===== src/rtl/vga_pkg.sv =====
// Shared raster timing constants for the 800x600@60 Hz (40 MHz pclk) mode,
// used by the timing generator and by the downstream draw stages.
package vga_pkg;

  localparam int CNT_W     = 11;
  localparam int MAX_TOTAL = 2048;

  localparam int VGA_H_VISIBLE = 800;
  localparam int VGA_H_FRONT   = 40;
  localparam int VGA_H_SYNC    = 128;
  localparam int VGA_H_BACK    = 88;
  localparam int VGA_H_TOTAL   = VGA_H_VISIBLE + VGA_H_FRONT + VGA_H_SYNC + VGA_H_BACK;

  localparam int VGA_V_VISIBLE = 600;
  localparam int VGA_V_FRONT   = 1;
  localparam int VGA_V_SYNC    = 4;
  localparam int VGA_V_BACK    = 23;
  localparam int VGA_V_TOTAL   = VGA_V_VISIBLE + VGA_V_FRONT + VGA_V_SYNC + VGA_V_BACK;

  localparam logic VGA_HSYNC_POL = 1'b1;
  localparam logic VGA_VSYNC_POL = 1'b1;

endpackage


===== src/rtl/vga_timing_gen_timing_axis.sv =====
// One raster axis: wrapping position counter with enable, plus blank/sync
// flags registered from the next count so they line up with the count.
module timing_axis
  import vga_pkg::*;
#(
  parameter int   VISIBLE  = VGA_H_VISIBLE,
  parameter int   FRONT    = VGA_H_FRONT,
  parameter int   SYNC     = VGA_H_SYNC,
  parameter int   BACK     = VGA_H_BACK,
  parameter logic SYNC_POL = 1'b1
) (
  input  logic             clk,
  input  logic             rst,
  input  logic             en,
  output logic [CNT_W-1:0] count,
  output logic             blnk,
  output logic             sync,
  output logic             wrap,
  output logic             next_last,
  output logic             next_blnk
);

  localparam int TOTAL = VISIBLE + FRONT + SYNC + BACK;
  localparam logic [CNT_W-1:0] LAST       = CNT_W'(TOTAL - 1);
  localparam logic [CNT_W-1:0] VIS_END    = CNT_W'(VISIBLE);
  localparam logic [CNT_W-1:0] SYNC_START = CNT_W'(VISIBLE + FRONT);
  localparam logic [CNT_W-1:0] SYNC_END   = CNT_W'(VISIBLE + FRONT + SYNC);

  logic [CNT_W-1:0] nxt;
  logic             next_sync;

  always_comb begin
    nxt = count;
    if (en) nxt = (count == LAST) ? '0 : count + CNT_W'(1);
  end

  assign wrap      = en & (count == LAST);
  assign next_last = (nxt == LAST);
  assign next_blnk = (nxt >= VIS_END);
  assign next_sync = (nxt >= SYNC_START) && (nxt < SYNC_END);

  always_ff @(posedge clk or posedge rst) begin
    if (rst) begin
      count <= '0;
      blnk  <= 1'b0;
      sync  <= ~SYNC_POL;
    end else begin
      count <= nxt;
      blnk  <= next_blnk;
      sync  <= next_sync ? SYNC_POL : ~SYNC_POL;
    end
  end

endmodule


===== src/rtl/vga_timing_gen.sv =====
// Raster timing source: pixel/line counters, blank/sync flags, visible and a
// one-cycle end-of-frame strobe, all registered and aligned to the counts.
module vga_timing_gen
  import vga_pkg::*;
#(
  parameter int   H_VISIBLE = VGA_H_VISIBLE,
  parameter int   H_FRONT   = VGA_H_FRONT,
  parameter int   H_SYNC    = VGA_H_SYNC,
  parameter int   H_BACK    = VGA_H_BACK,
  parameter int   V_VISIBLE = VGA_V_VISIBLE,
  parameter int   V_FRONT   = VGA_V_FRONT,
  parameter int   V_SYNC    = VGA_V_SYNC,
  parameter int   V_BACK    = VGA_V_BACK,
  parameter logic HSYNC_POL = VGA_HSYNC_POL,
  parameter logic VSYNC_POL = VGA_VSYNC_POL
) (
  input  logic             pclk,
  input  logic             rst,
  output logic [CNT_W-1:0] hcount_out,
  output logic             hsync_out,
  output logic             hblnk_out,
  output logic [CNT_W-1:0] vcount_out,
  output logic             vsync_out,
  output logic             vblnk_out,
  output logic             visible_out,
  output logic             frame_ended_out
);

  localparam int H_TOTAL = H_VISIBLE + H_FRONT + H_SYNC + H_BACK;
  localparam int V_TOTAL = V_VISIBLE + V_FRONT + V_SYNC + V_BACK;

  if (H_TOTAL > MAX_TOTAL || V_TOTAL > MAX_TOTAL ||
      H_FRONT == 0 || H_SYNC == 0 || H_BACK == 0 ||
      V_FRONT == 0 || V_SYNC == 0 || V_BACK == 0) begin : g_bad_timing
    $error("vga_timing_gen: totals must be <= 2048 and porch/sync widths nonzero");
  end

  logic h_wrap, h_next_last, h_next_blnk;
  logic v_wrap_unused, v_next_last, v_next_blnk;

  timing_axis #(
    .VISIBLE(H_VISIBLE), .FRONT(H_FRONT), .SYNC(H_SYNC), .BACK(H_BACK),
    .SYNC_POL(HSYNC_POL)
  ) u_h (
    .clk(pclk), .rst(rst), .en(1'b1),
    .count(hcount_out), .blnk(hblnk_out), .sync(hsync_out),
    .wrap(h_wrap), .next_last(h_next_last), .next_blnk(h_next_blnk)
  );

  // Lines advance only on the cycle the pixel counter wraps.
  timing_axis #(
    .VISIBLE(V_VISIBLE), .FRONT(V_FRONT), .SYNC(V_SYNC), .BACK(V_BACK),
    .SYNC_POL(VSYNC_POL)
  ) u_v (
    .clk(pclk), .rst(rst), .en(h_wrap),
    .count(vcount_out), .blnk(vblnk_out), .sync(vsync_out),
    .wrap(v_wrap_unused), .next_last(v_next_last), .next_blnk(v_next_blnk)
  );

  always_ff @(posedge pclk or posedge rst) begin
    if (rst) begin
      visible_out     <= 1'b1;
      frame_ended_out <= 1'b0;
    end else begin
      visible_out     <= ~h_next_blnk & ~v_next_blnk;
      frame_ended_out <= h_next_last & v_next_last;
    end
  end

endmodule


===== config.mk =====
export PLATFORM = sky130hd
export DESIGN_NAME = vga_timing_gen
export DESIGN_NICKNAME = d
export VERILOG_FILES = /design/src/rtl/vga_pkg.sv /design/src/rtl/vga_timing_gen_timing_axis.sv /design/src/rtl/vga_timing_gen.sv
export SDC_FILE = /design/constraint.sdc
export NUM_CORES = 1
export LEC_CHECK = 0
export CORE_MARGIN = 5
export CORE_UTILIZATION = 45
export CTS_BUF_LIST = sky130_fd_sc_hd__clkbuf_4
export DETAILED_ROUTE_END_ITERATION = 8
export GPL_ROUTABILITY_DRIVEN = 0
export GPL_TIMING_DRIVEN = 0
export HOLD_SLACK_MARGIN = 0.08
export PLACE_DENSITY = 0.82
export SKIP_LAST_GASP = 1
export SLEW_MARGIN = 0
export SYNTH_ARGS = -nofsm -noshare
export SYNTH_HDL_FRONTEND = slang
export SYNTH_SLANG_ARGS = --single-unit

===== constraint.sdc =====
create_clock -name pclk -period 4.6 [get_ports pclk]
set_input_delay 0.92 -clock pclk [delete_from_list [all_inputs] [get_ports pclk]]
set_output_delay 0.92 -clock pclk [all_outputs]
set_load 0.005 [all_outputs]

==> impl_metrics.env, run 1 <==
export IMPL_insertion_delay_ps=340
export IMPL_die_area_sq_um=4710
export IMPL_slew_headroom=0.312
export IMPL_yosysSeqAreaShare=0.454
export IMPL_hpwl_microns=2660
export IMPL_cts_buffers=3
export IMPL_tns_ps=0
export IMPL_layout_drive_gt1_share=0.0947
export IMPL_area_growth_pct=24.4
export IMPL_multi_input_area_sq_um=758
export IMPL_synth_top_area_cell="dfrtp_1"
export IMPL_die_y_microns=68.6
export IMPL_cp_num_buf_inv=1
export IMPL_p_leak_uw=0.000822
export IMPL_drc=0
export IMPL_r2r_end="frame_ended_out"
export IMPL_finish_instance_area_sq_um=1930
export IMPL_row_count=21
export IMPL_cts_root_buf="clkbuf_4"
export IMPL_pwr_share_clk=0.313
export IMPL_ioPinCount=30
export IMPL_power_density_nw_per_um2=190
export IMPL_yosys_warnings=0
export IMPL_p_comb_frac=0.015
export IMPL_dp_cells=232
export IMPL_grt_remaining_overflow=0
export IMPL_wl_per_cell_microns=15.1
export IMPL_min_delay_start="u_h.count[0]"
export IMPL_min_path_type="reg2reg"
export IMPL_internal_power_uw=287
export IMPL_die_w_microns=68.6
export IMPL_seqCellArea_sq_um=702
export IMPL_reg2reg_slack_ps=1610
export IMPL_avgSynthCellArea_sq_um=9.86
export IMPL_postLayoutSetupSlackWorst_ps=1610
export IMPL_tritoncts="yes"
export IMPL_r2r_start="u_v.count[6]"
export IMPL_clk_pin_slew_ps=150
export IMPL_rsz0062_at_grt="no"
export IMPL_synth_top_family_by_area="simple AND/OR/NAND/NOR gates"
export IMPL_worst_ep_required_time_ps=4850
export IMPL_antenna_found_initial=0
export IMPL_path_depth=7
export IMPL_setup_viol=0
export IMPL_hold_viol_final=0
export IMPL_synthDistinctLibCells=46
export IMPL_finalNonFillerCells=236
export IMPL_synth_seq_cells=28
export IMPL_worst_pin_slew_ps=1020
export IMPL_nNetsFinal=196
export IMPL_grt_first_pass_wirelength_microns=5980
export IMPL_end_kind="flop"
export IMPL_n_antenna_cell=0
export IMPL_path_common_cell="nor3_1"
export IMPL_synthMuxAreaShare=0.00728
export IMPL_place_ws_ps=1660
export IMPL_drt_iter0_markers=164
export IMPL_cp_arrival_ps=3240
export IMPL_netlist_area_sq_um=1550
export IMPL_coreArea_sq_um=3340
export IMPL_cts_sinks=28
export IMPL_num_vias=1356
export IMPL_p_sw_uw=79.1
export IMPL_htree_levels=1
export IMPL_min_delay_worst_endpoint="u_h.count[0]"
export IMPL_synth_edf_count=0
export IMPL_cts_repair_resized=0
export IMPL_routed_via_density=5.75
export IMPL_swShare=0.216
export IMPL_routed_wl_microns=3570
export IMPL_synth_flop_cell="dfrtp_1"
export IMPL_synth_simple_area_share=0.260
export IMPL_cap_violations=0
export IMPL_drtAntennaViolNets=0
export IMPL_synthTopCellsByCount="dfrtp_1, nand2_1, inv_1, nand3_1"
export IMPL_ctsHoldBuffers=0
export IMPL_clk_path_buf_depth=2
export IMPL_grt_util_met1=0.195
export IMPL_crit_chain="clkbuf_1 > or4b_1 > nor3_1 > nor2_1 > mux2_2 > nor3_1 > nor4bb_1"
export IMPL_finalCritPeriodShare=0.650
export IMPL_max_freq_mhz=335
export IMPL_grt_usage=0.167
export IMPL_pwr_share_seq=0.673
export IMPL_path_max_fanout=9
export IMPL_finClkSkew_ps=1.89
export IMPL_finalCriticalPeriod_ps=2990
export IMPL_portBuffers=29
export IMPL_place_area_sq_um=1900
export IMPL_yosysMostFrequentCell="dfrtp_1"
export IMPL_syn_num_nets=162
export IMPL_grt_busiest_layer="met2"
export IMPL_syn_instance_count=157
export IMPL_crit_type="reg2reg"
export IMPL_worstRegToRegCells=7
export IMPL_worstSetupStartpoint="u_v.count[6]"
export IMPL_critPathMaxStageDelay_ps=830
export IMPL_slowest_stage="nor3_1"
export IMPL_synth_area_top_cells="dfrtp_1, xor2_1, nand3_1"
export IMPL_synthXorXnorAreaFrac=0.0736
export IMPL_outcome="finished clean"
export IMPL_crit_family="simple AND/OR/NAND/NOR gates"
export IMPL_synth_top_cell_area_share=0.437
export IMPL_grt_pass1_vias=1403
export IMPL_grt_max_degree=29
export IMPL_synth_adder_area_share=0.0243
export IMPL_start_kind="flop"
export IMPL_initial_core_util=0.464
export IMPL_use_met2=0.284
export IMPL_synth_async_sr_flop_share=1.00
export IMPL_firstDrtPassIters=4
export IMPL_finalMaxSlewViolations=0
export IMPL_cts_setup_buffers=0
export IMPL_vdd_drop_max_v=0.000170
export IMPL_min_delay_path_depth=1
export IMPL_fillers=311
export IMPL_use_met3=0.0438
export IMPL_synth_compound_area_frac=0.124
sequential cells by signal, indices dropped and copies added (netlist names):
signal	count
u_h.blnk	1
u_h.sync	1
frame_ended_out	1
u_h.count	11
u_v.blnk	1
u_v.sync	1
visible_out	1
u_v.count	11
worst max-delay path by stage:
stage                            endpoint  slack, ps
after CTS                 frame_ended_out       1610
after detailed placement      visible_out       1660
after global routing      frame_ended_out       1260
after global placement    frame_ended_out       1640
final                     frame_ended_out       1610
after floorplan               visible_out       1810
per-stage QoR:
stage                     hold slack (ps)  power [uW]  utilization
after floorplan                       513         254            -
after global placement                523         257        0.568
after detailed placement              538         257        0.568
after CTS                             568         370        0.577
after global routing                  618         379        0.577
final                                 563         366        0.577
layout by cell type, fill, tap and decap left out, types with 2 or more instances in the layout:
cell type,count
a21oi_1,2
and2_1,2
clkbuf_1,2
or4_4,2
or4_1,4
nor3_1,6
dfrtp_1,27
xnor2_1,5
ha_1,3
nor2_1,8
or3_1,4
nand4_1,7
a22oi_1,2
nand2_1,13
clkbuf_4,4
o21ai_0,5
a211oi_1,2
a2bb2oi_1,2
clkdlybuf4s50_1,29
nand3_1,10
o21ai_1,2
nor4_1,2
inv_1,11
or2_2,2
xor2_1,8
o31ai_1,2
buf_6,3
area by class of cell:
class,instances,share of cell area
well taps,46,0.0299
inverters,11,0.0214
multi-input cells,112,0.394
clock buffers,4,0.0156
plain buffers,6,0.0240
flip-flops and latches,28,0.365
repair buffers,29,0.151
layer usage:
layer,wire [microns],share of wire,up-vias
li1,-,-,638
met1,1530,0.43,667
met2,1800,0.50,41
met3,172,0.048,10
met4,62,0.017,0
met5,0,0,-
cell families (layout without fill, tap and decap cells):
group	count (synthesis)	in the layout
xor gates and xnor gates	13	13
DFF	28	28
buffers and inverters	17	50
muxes	1	1
adders and majority gates	3	3
AOI/OAI and AO/OA	26	26
and+or+nand+nor	69	69
power by group through the flow:
stage          combinational [uW]  clock, uW  sequential, uW
2_1_floorplan                3.64          0             251
3_3_place_gp                 5.69          0             251
3_5_place_dp                 5.90          0             251
4_1_cts                      5.86        118             246
5_1_grt                      6.59        126             246
6_report                     5.33        115             246
worst register-to-register path, delay by kind of cell, from the launching register on:
family / cells / cell delay [ps]
and+or+nand+nor: 5 / 1890
DFF: 1 / 380
muxes: 1 / 330
buffers and inverters: 1 / 300
Power figures use the tool's default switching activity.
==> inputs of run 2 (changes only) <==
==> constraint.sdc (replaced) <==
create_clock -name pclk -period 3.1 [get_ports pclk]
set_input_delay 0.62 -clock pclk [delete_from_list [all_inputs] [get_ports pclk]]
set_output_delay 0.62 -clock pclk [all_outputs]
set_load 0.005 [all_outputs]
==> run 2 against run 1 <==
  * Clock skew grew 3.3 ps
  * Core utilization is 0.86 points higher
  * Combinational power rose by 50%
  * Largest power group unchanged
==> impl_metrics.env, run 2 (same netlist as run 1, synthesis figures left out) <==
export IMPL_setup_viol=0
export IMPL_routed_via_density=5.67
export IMPL_htree_levels=1
export IMPL_power_density_nw_per_um2=279
export IMPL_hpwl_microns=2660
export IMPL_cts_buffers=3
export IMPL_top_regs="u_h.count (11), u_v.count (11)"
export IMPL_num_vias=1356
export IMPL_p_total_uw=545
export IMPL_end_kind="flop"
export IMPL_area_growth_pct=26.3
export IMPL_portBuffers=29
export IMPL_cp_arrival_ps=3250
export IMPL_finalNonFillerCells=239
export IMPL_clk_path_buf_depth=2
export IMPL_routed_wl_microns=3630
export IMPL_die_area_sq_um=4710
export IMPL_final_common_cell="clkdlybuf4s50_1"
export IMPL_place_area_sq_um=1900
export IMPL_finClkSkew_ps=5.19
export IMPL_finalCriticalPeriod_ps=2960
export IMPL_outcome="finished clean"
export IMPL_hold_viol_final=0
export IMPL_row_count=21
export IMPL_antenna_found_initial=0
export IMPL_p_leak_uw=0.000835
export IMPL_clk_pin_slew_ps=150
export IMPL_dp_cells=232
export IMPL_final_cell_mix="clkdlybuf4s50_1, dfrtp_1, nand2_1, inv_1, nand3_1"
export IMPL_layout_drive_gt1_share=0.119
export IMPL_cap_violations=0
export IMPL_initial_core_util=0.464
export IMPL_finish_instance_area_sq_um=1950
export IMPL_drc=0
export IMPL_reg2reg_slack_ps=140
export IMPL_vdd_drop_max_v=0.000251
export IMPL_grt_remaining_overflow=0
export IMPL_die_w_microns=68.6
export IMPL_nNetsFinal=199
export IMPL_grt_pass1_vias=1403
export IMPL_start_kind="flop"
export IMPL_n_antenna_cell=0
export IMPL_cts_sinks=28
export IMPL_path_max_fanout=8
export IMPL_firstDrtPassIters=4
export IMPL_tritoncts="yes"
export IMPL_worst_ep_required_time_ps=3390
export IMPL_grt_max_degree=29
export IMPL_place_ws_ps=159
export IMPL_drt_iter0_markers=130
export IMPL_worst_pin_slew_ps=1040
export IMPL_die_y_microns=68.6
export IMPL_slew_headroom=0.306
export IMPL_grt_first_pass_wirelength_microns=5980
export IMPL_min_path_type="reg2reg"
export IMPL_ctsHoldBuffers=0
export IMPL_ioPinCount=30
export IMPL_finalMaxSlewViolations=0
export IMPL_postLayoutSetupSlackWorst_ps=138
export IMPL_drtAntennaViolNets=0
export IMPL_cts_root_buf="clkbuf_4"
export IMPL_wl_per_cell_microns=15.2
export IMPL_crit_type="reg2reg"
export IMPL_finalCritPeriodShare=0.955
export IMPL_grt_usage=0.167
export IMPL_coreArea_sq_um=3340
export IMPL_insertion_delay_ps=340
export IMPL_max_freq_mhz=338
[run 2: cell types whose count changed in the layout (fill, tap and decap cells not counted)]
cell | before | now
dfrtp_1 | 27 | 26
nor3_2 | 0 | 1
dfrtp_2 | 0 | 1
buf_4 | 0 | 3
nor3_1 | 6 | 5
[run 2: stage by stage]
step	setup TNS, ps	hold slack, ps	util
after floorplan	0	513	-
after detailed placement	0	538	0.568
after global routing	-37.4	618	0.586
after CTS	0	568	0.577
after global placement	0	523	0.568
final	0	563	0.586
[run 2: what timing repair did]
action                     4_1_cts  5_1_grt
setup endpoints to repair        0        3
setup buffers                    0        3
gates resized for setup          0        2
[run 2: layout make-up]
cell class	count	area (sq um)
fillers	305	1380
multi-input cells	112	763
flip-flops and latches	28	703
repair buffers	32	313
well taps	46	57.6
plain buffers	6	46.3
inverters	11	41.3
clock buffers	4	30.0
[run 2: worst max-delay path, cell delays in order (launching register included)]
cell	delay [ps]
dfrtp_1	420
buf_6	140
or4_4	500
buf_6	140
or4_1	450
buf_2	170
or3_1	390
a211oi_1	260
nand4_1	180
and4bb_1	260
[run 2: path summary, 6_finish.rpt]
kind | startpoint | endpoint | depth (start not counted)
setup / recovery | u_h.count[6] | visible_out | 9
hold / removal | u_h.count[0] | u_h.count[0] | 1
setup reg to reg | u_h.count[6] | visible_out | 9
hold reg to reg | u_h.count[0] | u_h.count[0] | 1
max in group asynchronous | rst | u_h.count[7] | 2
min in group asynchronous | rst | u_v.count[6] | 2
[run 2: report_power, final]
part | switching, uW | total, uW | internal (uW) | leakage (uW)
clock | 112 | 172 | 59.4 | 0.0000184
sequential | 0 | 365 | 365 | 0.000372
combinational | 6.84 | 8.00 | 1.16 | 0.000444
[run 2: metal layers]
layer | track usage | vias up | share of wire | routed length [microns]
met5 | 0 | - | 0 | 0
met4 | 0.0794 | 0 | 0.016 | 57
met1 | 0.195 | 655 | 0.42 | 1540
li1 | - | 643 | - | -
met3 | 0.0438 | 9 | 0.059 | 216
met2 | 0.284 | 49 | 0.50 | 1820
==> inputs of run 3 (changes only) <==
--- a/config.mk
+++ b/config.mk
@@ -12,7 +12,7 @@
 export GPL_ROUTABILITY_DRIVEN = 0
 export GPL_TIMING_DRIVEN = 0
 export HOLD_SLACK_MARGIN = 0.08
-export PLACE_DENSITY = 0.82
+export PLACE_DENSITY = 0.67
 export SKIP_LAST_GASP = 1
 export SLEW_MARGIN = 0
 export SYNTH_ARGS = -nofsm -noshare
==> run 3 against run 2 <==
  * Global-route usage decreased by 0.097 points
  * Core utilization increased by 1.5 points
  * Maximum frequency about the same
  * Wire length decreased by 0.58%
  * Count of clock-buffer cells in the layout decreased by 1
  * Worst hold slack improved by 6.9 ps
  * Final cell count increased by 0.84%
  * Sequential cell count unchanged
  * Largest cell class unchanged
==> impl_metrics.env, run 3 (same netlist as run 1, synthesis figures left out) <==
export IMPL_n_antenna_cell=0
export IMPL_layout_drive_gt1_share=0.138
export IMPL_worstRegToRegCells=8
export IMPL_tns_ps=0
export IMPL_power_density_nw_per_um2=306
export IMPL_r2r_start="u_h.count[6]"
export IMPL_final_common_cell="clkdlybuf4s50_1"
export IMPL_crit_type="reg2reg"
export IMPL_p_sw_uw=116
export IMPL_cp_num_buf_inv=2
export IMPL_slew_headroom=0.320
export IMPL_grt_remaining_overflow=0
export IMPL_ioPinCount=30
export IMPL_cp_arrival_ps=3200
export IMPL_min_delay_start="u_h.count[0]"
export IMPL_vdd_drop_max_v=0.000195
export IMPL_drc=0
export IMPL_cts_sinks=28
export IMPL_num_vias=1330
export IMPL_clk_pin_slew_ps=150
export IMPL_worstSetupStartpoint="u_h.count[6]"
export IMPL_final_cell_mix="clkdlybuf4s50_1, dfrtp_1, nand2_1, inv_1, nand3_1"
export IMPL_end_kind="flop"
export IMPL_die_y_microns=68.6
export IMPL_rsz0062_at_grt="no"
export IMPL_cts_buffers=3
export IMPL_hold_ws_ps=570
export IMPL_crit_family="simple AND/OR/NAND/NOR gates"
export IMPL_initial_core_util=0.464
export IMPL_tritoncts="yes"
export IMPL_firstDrtPassIters=4
export IMPL_setup_viol=0
export IMPL_routed_via_density=5.52
export IMPL_pwr_share_seq=0.596
export IMPL_p_comb_frac=0.013
export IMPL_worst_ep_required_time_ps=3340
export IMPL_grt_first_pass_wirelength_microns=5930
export IMPL_wl_per_cell_microns=15.0
export IMPL_antenna_found_initial=0
export IMPL_crit_chain="buf_6 > or4_4 > or3_4 > buf_8 > o31ai_2 > nand2_1 > or3b_2 > nor4bb_2"
export IMPL_area_growth_pct=29.4
export IMPL_portBuffers=29
export IMPL_max_freq_mhz=338
export IMPL_start_kind="flop"
export IMPL_place_area_sq_um=1900
export IMPL_ctsHoldBuffers=0
export IMPL_internal_power_uw=497
export IMPL_multi_input_area_sq_um=774
export IMPL_grt_max_degree=29
export IMPL_cap_violations=0
export IMPL_finalMaxSlewViolations=0
export IMPL_finish_instance_area_sq_um=2000
export IMPL_slowest_stage="or4_4"
export IMPL_clk_path_buf_depth=2
export IMPL_coreArea_sq_um=3340
export IMPL_swShare=0.189
export IMPL_htree_levels=1
export IMPL_grt_pass1_vias=1268
export IMPL_postLayoutSetupSlackWorst_ps=137
export IMPL_seqCellArea_sq_um=703
export IMPL_worst_pin_slew_ps=1020
export IMPL_p_leak_uw=0.000851
export IMPL_row_count=21
export IMPL_place_ws_ps=73.1
export IMPL_insertion_delay_ps=330
export IMPL_nNetsFinal=201
export IMPL_min_path_type="reg2reg"
export IMPL_drtAntennaViolNets=0
export IMPL_drt_iter0_markers=48
export IMPL_finalCritPeriodShare=0.956
export IMPL_hold_viol_final=0
export IMPL_fillers=303
export IMPL_pwr_share_clk=0.391
export IMPL_path_max_fanout=9
export IMPL_crit_end="frame_ended_out"
export IMPL_die_area_sq_um=4710
export IMPL_hpwl_microns=2670
export IMPL_outcome="finished clean"
export IMPL_reg2reg_slack_ps=140
export IMPL_postLayoutCoreUtil=0.600
export IMPL_grt_usage=0.166
export IMPL_finClkSkew_ps=5.54
export IMPL_critPathMaxStageDelay_ps=560
export IMPL_finalCriticalPeriod_ps=2960
export IMPL_cts_root_buf="clkbuf_4"
export IMPL_top_regs="u_h.count (11), u_v.count (11)"
export IMPL_die_w_microns=68.6
export IMPL_path_depth=8
export IMPL_routed_wl_microns=3610
export IMPL_r2r_end="frame_ended_out"
## run 3: area by class of cell
type,count,share of cell area
Clock buffer,3,0.0112
Tap cell,46,0.0287
Clock inverter,1,0.0150
Multi-Input combinational cell,112,0.387
Inverter,11,0.0206
Sequential cell,28,0.351
Buffer,5,0.0194
Timing Repair Buffer,35,0.167
## run 3: what timing repair did
action / 4_1_cts / 5_1_grt
setup endpoints to repair: 0 / 1
gates resized for setup: 0 / 5
setup buffers: 0 / 6
hold endpoints to repair: 0 / 0
## run 3: per-stage QoR
step	power (uW)	cells
finish	613	241
CTS	625	236
global route	642	241
detailed placement	381	232
global placement	380	232
floorplan	378	157
## run 3: worst min path at each step
stage / end / slack (ps) / depth (start not counted)
2_1_floorplan: u_h.count[0] / 510 / 1
3_3_place_gp: u_h.count[0] / 540 / 1
5_1_grt: u_h.count[0] / 620 / 1
4_1_cts: u_h.count[0] / 570 / 1
6_report: u_h.count[0] / 570 / 1
3_5_place_dp: u_h.count[0] / 540 / 1
## run 3: per-layer routing
layer | track usage | routed length, microns
met3 | 0.0276 | 168
met5 | 0 | 0
met4 | 0.0521 | 25
met1 | 0.240 | 1690
met2 | 0.253 | 1730
## run 3: power groups by stage
stage / sequential, uW / clock [uW] / combinational [uW]
6_report: 365 / 240 / 7.88
2_1_floorplan: 372 / 0 / 5.40
5_1_grt: 366 / 267 / 9.62
3_5_place_dp: 372 / 0 / 8.58
4_1_cts: 366 / 251 / 8.60
3_3_place_gp: 372 / 0 / 8.31
